## src/rtl/ahb_master_mux.sv

```systemverilog
// rtl/ahb_master_mux.sv - AHB master mux: HMASTER-steered address phase, registered data-phase owner, response routing
// Optional macro AHB_MUX_ERR_CANCEL_EN: force the erroring owner's next HTRANS to IDLE during a two-cycle response.
module ahb_master_mux #(
  parameter int ADDR_W = 32,
  parameter int DATA_W = 32,
  parameter int NUM_M  = 4
) (
  input  logic                    HCLK,
  input  logic                    HRESET,
  input  logic [1:0]              HMASTER,
  input  logic [NUM_M*ADDR_W-1:0] M_HADDR,
  input  logic [NUM_M*2-1:0]      M_HTRANS,
  input  logic [NUM_M-1:0]        M_HWRITE,
  input  logic [NUM_M*3-1:0]      M_HSIZE,
  input  logic [NUM_M*3-1:0]      M_HBURST,
  input  logic [NUM_M*DATA_W-1:0] M_HWDATA,
  input  logic                    HREADY,
  input  logic [1:0]              HRESP,
  output logic [ADDR_W-1:0]       HADDR,
  output logic [1:0]              HTRANS,
  output logic                    HWRITE,
  output logic [2:0]              HSIZE,
  output logic [2:0]              HBURST,
  output logic [DATA_W-1:0]       HWDATA,
  output logic [NUM_M*2-1:0]      M_HRESP,
  output logic [1:0]              HMASTER_D,
  output logic                    DP_ACTIVE
);

  localparam logic [1:0] DP_IDLE   = 2'd0;
  localparam logic [1:0] DP_XFER   = 2'd1;
  localparam logic [1:0] DP_RESP2  = 2'd2;
  localparam logic [1:0] RESP_OKAY = 2'b00;

  logic [ADDR_W-1:0] haddr_a  [NUM_M];
  logic [1:0]        htrans_a [NUM_M];
  logic [2:0]        hsize_a  [NUM_M];
  logic [2:0]        hburst_a [NUM_M];
  logic [DATA_W-1:0] hwdata_a [NUM_M];

  logic [1:0] dp_master_q, dp_master_d;
  logic       dp_valid_q, dp_valid_d;
  logic       dp_write_q, dp_write_d;
  logic [1:0] state_q, state_d;
  logic [1:0] resp_code_q, resp_code_d;
  logic       cancel;

  always_comb begin
    for (int i = 0; i < NUM_M; i++) begin
      haddr_a[i]  = M_HADDR[i*ADDR_W +: ADDR_W];
      htrans_a[i] = M_HTRANS[i*2 +: 2];
      hsize_a[i]  = M_HSIZE[i*3 +: 3];
      hburst_a[i] = M_HBURST[i*3 +: 3];
      hwdata_a[i] = M_HWDATA[i*DATA_W +: DATA_W];
    end
  end

`ifdef AHB_MUX_ERR_CANCEL_EN
  logic err_cycle;
  // Both cycles of a non-OKAY response; only the owner that caused it is cancelled.
  assign err_cycle = (state_q == DP_RESP2) ||
                     ((state_q == DP_XFER) && !HREADY && (HRESP != RESP_OKAY));
  assign cancel    = err_cycle && (HMASTER == dp_master_q);
`else
  assign cancel = 1'b0;
`endif

  assign HADDR  = haddr_a[HMASTER];
  assign HTRANS = cancel ? 2'b00 : htrans_a[HMASTER];
  assign HWRITE = M_HWRITE[HMASTER];
  assign HSIZE  = hsize_a[HMASTER];
  assign HBURST = hburst_a[HMASTER];

  always_comb begin
    dp_master_d = dp_master_q;
    dp_valid_d  = dp_valid_q;
    dp_write_d  = dp_write_q;
    state_d     = state_q;
    resp_code_d = resp_code_q;
    if (HREADY) begin
      // The driven HTRANS (after any cancel) decides whether a data phase follows.
      dp_master_d = HMASTER;
      dp_valid_d  = HTRANS[1];
      dp_write_d  = HWRITE;
      state_d     = HTRANS[1] ? DP_XFER : DP_IDLE;
    end else if ((state_q == DP_XFER) && (HRESP != RESP_OKAY)) begin
      state_d     = DP_RESP2;
      resp_code_d = HRESP;
    end
  end

  always_ff @(posedge HCLK) begin
    if (HRESET) begin
      dp_master_q <= 2'd0;
      dp_valid_q  <= 1'b0;
      dp_write_q  <= 1'b0;
      state_q     <= DP_IDLE;
      resp_code_q <= RESP_OKAY;
    end else begin
      dp_master_q <= dp_master_d;
      dp_valid_q  <= dp_valid_d;
      dp_write_q  <= dp_write_d;
      state_q     <= state_d;
      resp_code_q <= resp_code_d;
    end
  end

  assign HMASTER_D = dp_master_q;
  assign DP_ACTIVE = dp_valid_q;
  assign HWDATA    = (dp_valid_q && dp_write_q) ? hwdata_a[dp_master_q] : '0;

  // Second response cycle replays the captured code even if the slave misbehaves.
  always_comb begin
    M_HRESP = '0;
    for (int i = 0; i < NUM_M; i++) begin
      if (dp_valid_q && (dp_master_q == i[1:0])) begin
        M_HRESP[i*2 +: 2] = (state_q == DP_RESP2) ? resp_code_q : HRESP;
      end
    end
  end

endmodule

```

## config.mk

```make
export PLATFORM = sky130hd
export DESIGN_NAME = ahb_master_mux
export DESIGN_NICKNAME = d
export VERILOG_FILES = /design/src/rtl/ahb_master_mux.sv
export SDC_FILE = /design/constraint.sdc
export NUM_CORES = 1
export LEC_CHECK = 0
export CAP_MARGIN = 10
export CORE_AREA = 2 2 147 149
export CTS_BUF_LIST = sky130_fd_sc_hd__clkbuf_4
export CTS_CLUSTER_SIZE = 12
export DETAILED_ROUTE_END_ITERATION = 8
export DIE_AREA = 0 0 149 151
export SYNTH_ARGS = -nofsm -noshare
export SYNTH_HDL_FRONTEND = slang
export SYNTH_SLANG_ARGS = --single-unit
```

## constraint.sdc

```tcl
create_clock -name HCLK -period 5.34 [get_ports HCLK]
set_clock_uncertainty 0.1 [all_clocks]
set_input_delay 1.335 -clock HCLK [delete_from_list [all_inputs] [get_ports HCLK]]
set_output_delay 1.335 -clock HCLK [all_outputs]
set_load 0.05 [all_outputs]
```

==> key figures <==
Critical path
  – CP Depth: 4
  – Worst path max stage delay: 0.87 ns
  – Bufs and invs on worst path: 2
  – R2r setup slk: 3.94 ns
  – Worst Setup Start Kind: input port
  – Slowest-stage cell, CP: clkdlybuf4s50_1
  – CP Capture Type: output port
  – Setup CP Type: in2out
  – Crit-path cells: clkdlybuf4s50_1, mux2i_1, nor4bb_1, clkdlybuf4s50_1
  – Critical R2R Launch: HMASTER_D[1]
  – FF-to-FF End: HMASTER_D[1]
  – Worst path arrival time: 3.25 ns
  – Req. time, crit path: 3.90 ns
  – FF-to-FF path depth: 2
  – CP most frequent cell: clkdlybuf4s50_1
  – Max Fanout on Critical Path: 4
  – Delay-heaviest family, CP: buffers and inverters

Global routing
  – GR Util All Layers: 12.8%
  – First-pass GRT wire length: 21700 um
  – M3 GR Usage: 3.98%
  – Peak-usage layer in the global routing report: met2
  – Global route overflow: 0
  – Vias in the first global route: 3652
  – Met2 Use GR: 23.9%
  – Largest net degree at the start of global routing: 43
  – GR Util met1: 14.4%
  – Initial antenna violation count: 1

Pwr
  – Max VDD drop: 0.0000554 V
  – Leakage power: 0.00230 uW
  – Power Density: 110 mW/mm2

Clock tree
  – CTS tree: done
  – Post-CTS sizing: 0
  – CTS max path bufs: 2
  – H-Tree Depth: 1
  – Setup bufs post-CTS: 0
  – CTS clk-pin slew, worst paths: 0.05 ns
  – Clk root buf: clkbuf_4
  – Worst-Skew Late Latency: 0.25 ns
  – TritonCTS Sinks: 8
  – Num CTS Buffers: 3
  – # hold bufs at CTS: 0

Hold path
  – Type of the worst min-delay path: reg2reg
  – Hold path startpoint: resp_code_q[1]
  – Min-Delay Endpoint: resp_code_q[1]
  – Hold Crit Depth: 2

STA
  – Achievable frequency: 214 MHz
  – Fin. max-slew vios: 0
  – Slew margin rel.: 34.5%
  – Period minus WS final: 4.68 ns
  – Final setup vio count: 0
  – Final Hold Viols: 0
  – RSZ-0062 raised after global routing: false
  – Setup TNS: 0 ns
  – Fin crit share: 87.7%
  – Worst Max-Slew Pin Slew: 0.981 ns

Floorplanning
  – Die Height: 151 um
  – Die ar.: 0.0225 mm2
  – Die Width: 149 um
  – Initial Util: 11.5%
  – Core Footprint: 0.0208 mm2
  – Ports: 383
  – Rows: 53

Cells and area
  – Commonest non-fill, non-tap cells in the layout: clkdlybuf4s50_1 (378), mux4_2 (73), and3_1 (32)
  – Area grow syn2layout: 172%
  – Layout cells sized above 1: 16.3%
  – Commonest non-fill, non-tap cell in the layout: clkdlybuf4s50_1
  – Fin util: 31.3%
  – Final nets: 840

Synthesis
  – Synthesized cell area: 0.00239 mm2
  – Simple-Gate Fraction of Synth Area: 14.4%
  – Yosys cell types: 20
  – Seq/Total Area, Yosys: 6.70%
  – Main combinational cell family by area after synthesis: multiplexers
  – Seq cells post-synth: 8
  – Multiplexer area fraction after synthesis: 71.7%
  – Ys flop type: dfxtp_1
  – EDFF count, synth: 0
  – Post-synthesis adder-cell area fraction: 0%
  – XOR/XNOR Fraction of Synth Area: 0%
  – Synth Net Count: 474
  – Synthesized area per cell: 13.7 um2
  – Syn Inst Count: 175
  – Yosys warning count: 0
  – Async set-or-reset flop fraction in the synthesized netlist: 0%
  – Compound-Gate Fraction of Synth Area: 1.15%

Route
  – Avg WL per Cell: 19.3 um
  – WL final: 15700 um
  – Initial DRC Count: 136
  – Vias: 3436
  – Pre-antenna DRT Iters: 4
  – Post-DRT Antenna Nets: 0
  – Vias per cell: 4.22
  – Drt drc: 0

Placement
  – Final Wtd Congestion: 0.826
  – Port Buf Inserts: 382
  – Hpwl dp: 13700 um

Job
  – MaxCap Viol Count: 0

Outcome
  – Outcome: finished clean
## flip-flops by register name (all words and copies together), names as in the netlist
register,cells
state_q,2
dp_write_q,1
resp_code_q,2
HMASTER_D,2
DP_ACTIVE,1
## worst max-delay path by stage
stage	start	to	slack (ns)
2_1_floorplan	HRESP[0]	M_HRESP[0]	0.83
6_report	HRESP[1]	M_HRESP[5]	0.66
3_3_place_gp	HRESP[0]	M_HRESP[0]	0.68
3_5_place_dp	HRESP[1]	M_HRESP[5]	0.65
4_1_cts	HRESP[1]	M_HRESP[5]	0.64
5_1_grt	HRESP[1]	M_HRESP[1]	0.54
## cell families (layout without fill, tap and decap cells)
group           Yosys count  after routing
compound gates            5              5
flops                     8              8
buf+inv                  28            392
mux                      80             80
other cells               0              1
simple gates             54             54
## worst reg2reg max path, cell delays in order (launching register included)
cell and delay (ns):
dfxtp_2 0.95, mux2i_1 0.17, nor2_1 0.12
## through the flow
step / setup slack (ns) / hold slack, ns / instance area, um2 / instances / power [uW]
2_1_floorplan: 0.834 / 0.348 / 2390 / 175 / 353
3_3_place_gp: 0.677 / 0.365 / 6450 / 810 / 668
3_5_place_dp: 0.647 / 0.373 / 6450 / 810 / 674
4_1_cts: 0.644 / 0.380 / 6480 / 813 / 723
5_1_grt: 0.536 / 0.389 / 6510 / 815 / 753
6_report: 0.658 / 0.380 / 6510 / 815 / 717
## where the power goes
group / switching (uW) / internal [uW]
clock network: 19.5 / 25.6
logic: 241 / 349
registers: 19.2 / 63.0
total: 280 / 437
## layer usage
layer | wire [um] | share of wire (%)
met3 | 1620 | 10
met1 | 5640 | 36
met5 | 0 | 0
met4 | 178 | 1.1
met2 | 8260 | 53
## area by class of cell
| class | count | area, um2 |
|---|---|---|
| well taps | 275 | 344 |
| diodes | 1 | 2.50 |
| fillers | 2113 | 14300 |
| multi-input cells | 139 | 2090 |
| repair buffers | 388 | 3890 |
| clock buffers | 3 | 22.5 |
| flip-flops and latches | 8 | 163 |
| inverters | 1 | 3.75 |
## Yosys cell counts (2+ instances only)
library cell	count	area [um2]
nor2_1	4	15.0
buf_1	2	7.51
and3_1	32	200
dfxtp_1	8	160
buf_2	7	35.0
nand2b_1	6	37.5
buf_6	4	45.0
mux4_2	73	1640
clkbuf_1	14	52.6
o21ai_0	2	10.0
nor4b_1	2	17.5
nor4bb_1	4	40.0
a21oi_1	2	10.0
nand2_1	2	7.51
nor3b_1	2	15.0
mux2i_1	7	70.1
No activity file was read; power rests on OpenSTA's default activity.
==> RTL change 1: new RTL, config.mk and constraints unchanged <==
Change the parameter `NUM_M` from 4 to 2.
--- a/src/rtl/ahb_master_mux.sv
+++ b/src/rtl/ahb_master_mux.sv
@@ -5,3 +5,3 @@
   parameter int DATA_W = 32,
-  parameter int NUM_M  = 4
+  parameter int NUM_M  = 2
 ) (
Ports: changed (7 resized); port bits go from 383 to 233. The function was not compared with the original's and may differ.
==> RTL change 1 against the original RTL <==
  * Sequential cell count is the same
  * Cell count shrank 19%
  * Critical path type unchanged
  * Clock power rose by 3%
  * Largest power group unchanged
  * Sequential power is 21% lower
  * Count of clock-buffer cells in the layout unchanged
  * Worst setup slack gained 220 ps
  * Wire length fell by 55%
  * Fmax is 4.9% higher
  * Area after synthesis decreased by 42%
  * Final area is 39% lower
  * Total power fell by 35%
  * Largest cell class unchanged
==> RTL change 1: results (changes against the original RTL) <==
sw frac - 41.1% (+2.1 points)
grt ovf - 0 (unchanged)
outcome - complete, no violations
Warnings, synthesis - 0 (unchanged)
worst hold-check path type - reg -> reg
worst skew pair latency - 250 ps (about the same)
Max stage delay cell, worst path - clkdlybuf4s50_1
Post-synth top flop - dfxtp_1
Post-synth EDFFs - 0 (unchanged)
# hold bufs at CTS - 0 (unchanged)
H-tree levels - 1 (unchanged)
relative slew slack - 61.8% (+27 points)
initial DRC count - 50 (-63%)
Worst EP arrival - 3030 ps (-220 ps)
post-synthesis sequential area ratio - 11.5% (+4.8 points)
Max Buffers Root-to-Sink - 2 (unchanged)
total CTS buffers - 3 (unchanged)
initial antenna violation count - 0 (-1)
Non-Filler Instances - 660 (-19%)
peak supply drop - 0.0000490 V (-11%)
final WL - 7100 um (-55%)
Critical Path Max Stage Delay - 710 ps (-160 ps)
main area contributors after synthesis - mux2_2 32%, mux2i_1 27%, dfxtp_1 11%, nor2_1 11%, buf_6 7.3%
Leakage - 1.38 nW (-40%)
Port Buffers - 232 (-39%)
# resized after CTS - 0 (unchanged)
root buf cell - clkbuf_4
ratio of final minimum period to clock period - 83.6% (-4.1 points)
Mapped Cells - 161 (-8.0%)
GR Util All Layers - 5.50% (-7.2 points)
first-pass GRT wire length - 9940 um (-54%)
vias in the first global route - 2023 (-45%)
TritonRoute pass-1 iters - 4 (unchanged)
synth unique cells - 19 (-5.0%)
asr flop ratio synth - 0% (unchanged)
Max Fanout on Critical Path - 24 (+20)
post-CTS setup buffers - 0 (unchanged)
filler instances - 2309 (+9.3%)
RePlAce Congestion - 0.673 (-19%)
Layout Nets - 540 (-36%)
share of layout cells above drive strength 1 - 13.0% (-3.3 points)
largest net degree at the start of global routing - 34 (-21%)
ANT cells - 0 (-1)
CTS clk-pin slew, worst paths - 50 ps (about the same)
remaining antenna violation count - 0 (unchanged)
post-detail-place hpwl - 6130 um (-55%)
Post-synth top cells - 41 x nor2_1, 40 x mux2_2, 38 x mux2i_1
synthesized net count - 314 (-34%)
Via-to-Cell Ratio - 3.11 (-26%)
## RTL change 1: logic make-up (layout without fill, tap and decap cells)
logic type / after synthesis / in the layout / share of synthesized area (%)
mux: 79 / 79 / 60.7
simple gates: 53 / 53 / 16.3
buf+inv: 16 / 240 / 9.34
flops: 8 / 8 / 11.5
compound gates: 5 / 5 / 2.15
## RTL change 1: worst paths after layout
path	startpoint	to	slack (ps)	cells after the start
max reg2reg	state_q[0]	resp_code_q[1]	4290	3
min	resp_code_q[0]	resp_code_q[0]	380	2
max	HMASTER[0]	HWRITE	870	4
min reg2reg	resp_code_q[0]	resp_code_q[0]	380	2
## RTL change 1: cell type report
| cell class | instances | area [um2] | area share (%) |
|---|---|---|---|
| clock buffer | 3 | 22.5 | 0.564 |
| inverter | 2 | 7.51 | 0.188 |
| multi-input combinational | 137 | 1100 | 27.6 |
| sequential | 8 | 161 | 4.04 |
| tap | 275 | 344 | 8.62 |
| timing repair buffer | 235 | 2350 | 58.9 |
## RTL change 1: stage by stage
stage	cell area [um2]	worst slack, ps
after floorplan	1390	1840
after global placement	3970	852
after detailed placement	3970	853
after CTS	3990	850
after global routing	3990	801
final	3990	874
## RTL change 1: critical path: cells and delay by family
kind                   cells  cell delay, ps
buffers and inverters      3            1310
multiplexers               1             360
## RTL change 1: power groups by stage
| stage | Clock (mW) | Combinational [mW] | Sequential, mW |
|---|---|---|---|
| 6_report | 0.0464 | 0.352 | 0.0652 |
| 3_3_place_gp | 0 | 0.355 | 0.0664 |
| 4_1_cts | 0.0501 | 0.357 | 0.0652 |
| 3_5_place_dp | 0 | 0.355 | 0.0666 |
| 5_1_grt | 0.0525 | 0.370 | 0.0656 |
| 2_1_floorplan | 0 | 0.179 | 0.0702 |
## RTL change 1: metal layers
| metal | GRT usage, % | share of wire, % | vias to the layer above |
|---|---|---|---|
| met5 | 0 | 0 | - |
| met4 | 0.857 | 0.38 | 0 |
| met3 | 1.99 | 14 | 2 |
| met2 | 10.4 | 47 | 162 |
| met1 | 5.95 | 38 | 876 |
| li1 | - | - | 1010 |
==> RTL change 2: new RTL, config.mk and constraints unchanged <==
Without the edit above. Reset style: asynchronous (`HRESET`), changed in one clocked block.
--- a/src/rtl/ahb_master_mux.sv
+++ b/src/rtl/ahb_master_mux.sv
@@ -91,3 +91,3 @@
 
-  always_ff @(posedge HCLK) begin
+  always_ff @(posedge HCLK or posedge HRESET) begin
     if (HRESET) begin
Check against the original RTL: differs if HRESET is asserted again (counterexample within 4 cycles, from zero or initial values and one cycle with HRESET high); with HRESET held inactive, the same outputs for 10 cycles.
==> RTL change 2 against the original RTL <==
  * Total power up 30%
  * Global-route usage up 0.87 points
  * Fmax down 0.58%
  * Wire length up 4.3%
  * First-iteration DRC count down 35%
  * Sequential cell count unchanged
  * Worst setup slack worse by 27 ps
  * Via count down 0.35%
  * Area after synthesis about the same
  * Final area about the same
  * Critical path type unchanged
  * Largest power group unchanged
  * Highest routed layer unchanged
==> RTL change 2: results (changes against the original RTL) <==
# resized after CTS - 0 (unchanged)
synth unique cells - 23 (+15%)
filler instances - 2129 (+0.76%)
DP Cell Count - 808 (-0.25%)
post-synthesis sequential area ratio - 8.37% (+1.7 points)
synthesized net count - 468 (-1.3%)
Mapped Cells - 169 (-3.4%)
share of layout cells above drive strength 1 - 17.1% (+0.81 points)
initial antenna violation count - 4 (+3)
Max stage delay cell, worst path - clkdlybuf4s50_1
Critical Path Max Stage Delay - 820 ps (-50 ps)
worst slew pin tran - 1190 ps (+212 ps)
Worst EP arrival - 3270 ps (+20 ps)
Critical R2R Launch - HMASTER_D[1]
Post-synth top cells - 73 x mux4_2, 32 x and3_1, 12 x clkbuf_1
r2r endpoint - HMASTER_D[1]
Via-to-Cell Ratio - 4.20 (-0.47%)
hold path endpoint - resp_code_q[0]
GR Util All Layers - 13.6% (+0.87 points)
worst hold slack - 409 ps (+29.2 ps)
Fin. Hold Viols - 0 (unchanged)
min-delay src - resp_code_q[0]
reg2reg setup slack - 3750 ps (-190 ps)
WHS Path Cells - 1 (-1)
peak supply drop - 0.0000792 V (+43%)
Leakage - 2.36 nW (+2.5%)
first-pass GRT wire length - 23200 um (+7.1%)
initial DRC count - 88 (-35%)
post-detail-place hpwl - 14300 um (+4.3%)
Reg2Reg Depth - 1 (-1)
asr flop ratio synth - 100% (+100 points)
worst slack at placement - 642 ps (-5.92 ps)
placed instance area - 6470 um2 (+0.23%)
routed via count - 3424 (-0.35%)
outcome - complete, no violations
post-CTS setup buffers - 0 (unchanged)
RePlAce Congestion - 0.901 (+9.0%)
Post-synth top flop - dfrtp_1
Layout Nets - 837 (-0.36%)
routed len/inst - 20.1 um (+4.2%)
main area contributors after synthesis - mux4_2 69%, and3_1 8.4%, dfrtp_1 8.4%, buf_6 2.4%, clkbuf_1 1.9%
-- RTL change 2: cell types whose count changed after synthesis, sizes merged, moves of 4 or more --
cell    unedited run  this run
nand2b             6         1
dfxtp              8         0
dfrtp              0         8
nor4bb             4         0
mux2i              7         2
-- RTL change 2: final cells by class --
cell class | instances | area [um2] | area share, %
inverter | 3 | 11.3 | 0.173
antenna | 4 | 10.0 | 0.154
multi-input combinational | 133 | 2040 | 31.3
sequential | 8 | 201 | 3.09
timing repair buffer | 389 | 3870 | 59.5
clock buffer | 4 | 30.0 | 0.461
tap | 275 | 344 | 5.29
-- RTL change 2: routing by layer --
metal  track usage (%)  wire (um)
met1              15.5       5950
met2              24.4       8350
met3              4.04       1830
met4              4.57        255
met5                 0          0
-- RTL change 2: logic make-up (layout without fill, tap and decap cells) --
group | after synthesis | count (layout) | share of synthesized area (%)
multiplexers | 78 | 78 | 71.2
other | 0 | 4 | 0
flip-flops | 8 | 8 | 8.37
buffers and inverters | 28 | 396 | 6.33
AO/OA/AOI/OAI | 6 | 6 | 1.57
AND/OR/NAND/NOR | 49 | 49 | 12.6
-- RTL change 2: report_power, final --
part	switching [mW]	internal [mW]	total [mW]
combinational	0.357	0.420	0.777
clock	0.0221	0.0338	0.0559
sequential	0.0328	0.0701	0.103
total	0.412	0.524	0.936
-- RTL change 2: how the worst max path moves through the flow --
stage | to | slack (ps) | from
after floorplan | M_HRESP[2] | 840 | HRESP[0]
after global placement | HADDR[27] | 670 | HMASTER[1]
after detailed placement | HADDR[27] | 640 | HMASTER[1]
after CTS | HADDR[27] | 640 | HMASTER[1]
after global routing | M_HRESP[4] | 540 | HRESP[0]
final | HADDR[27] | 630 | HMASTER[1]
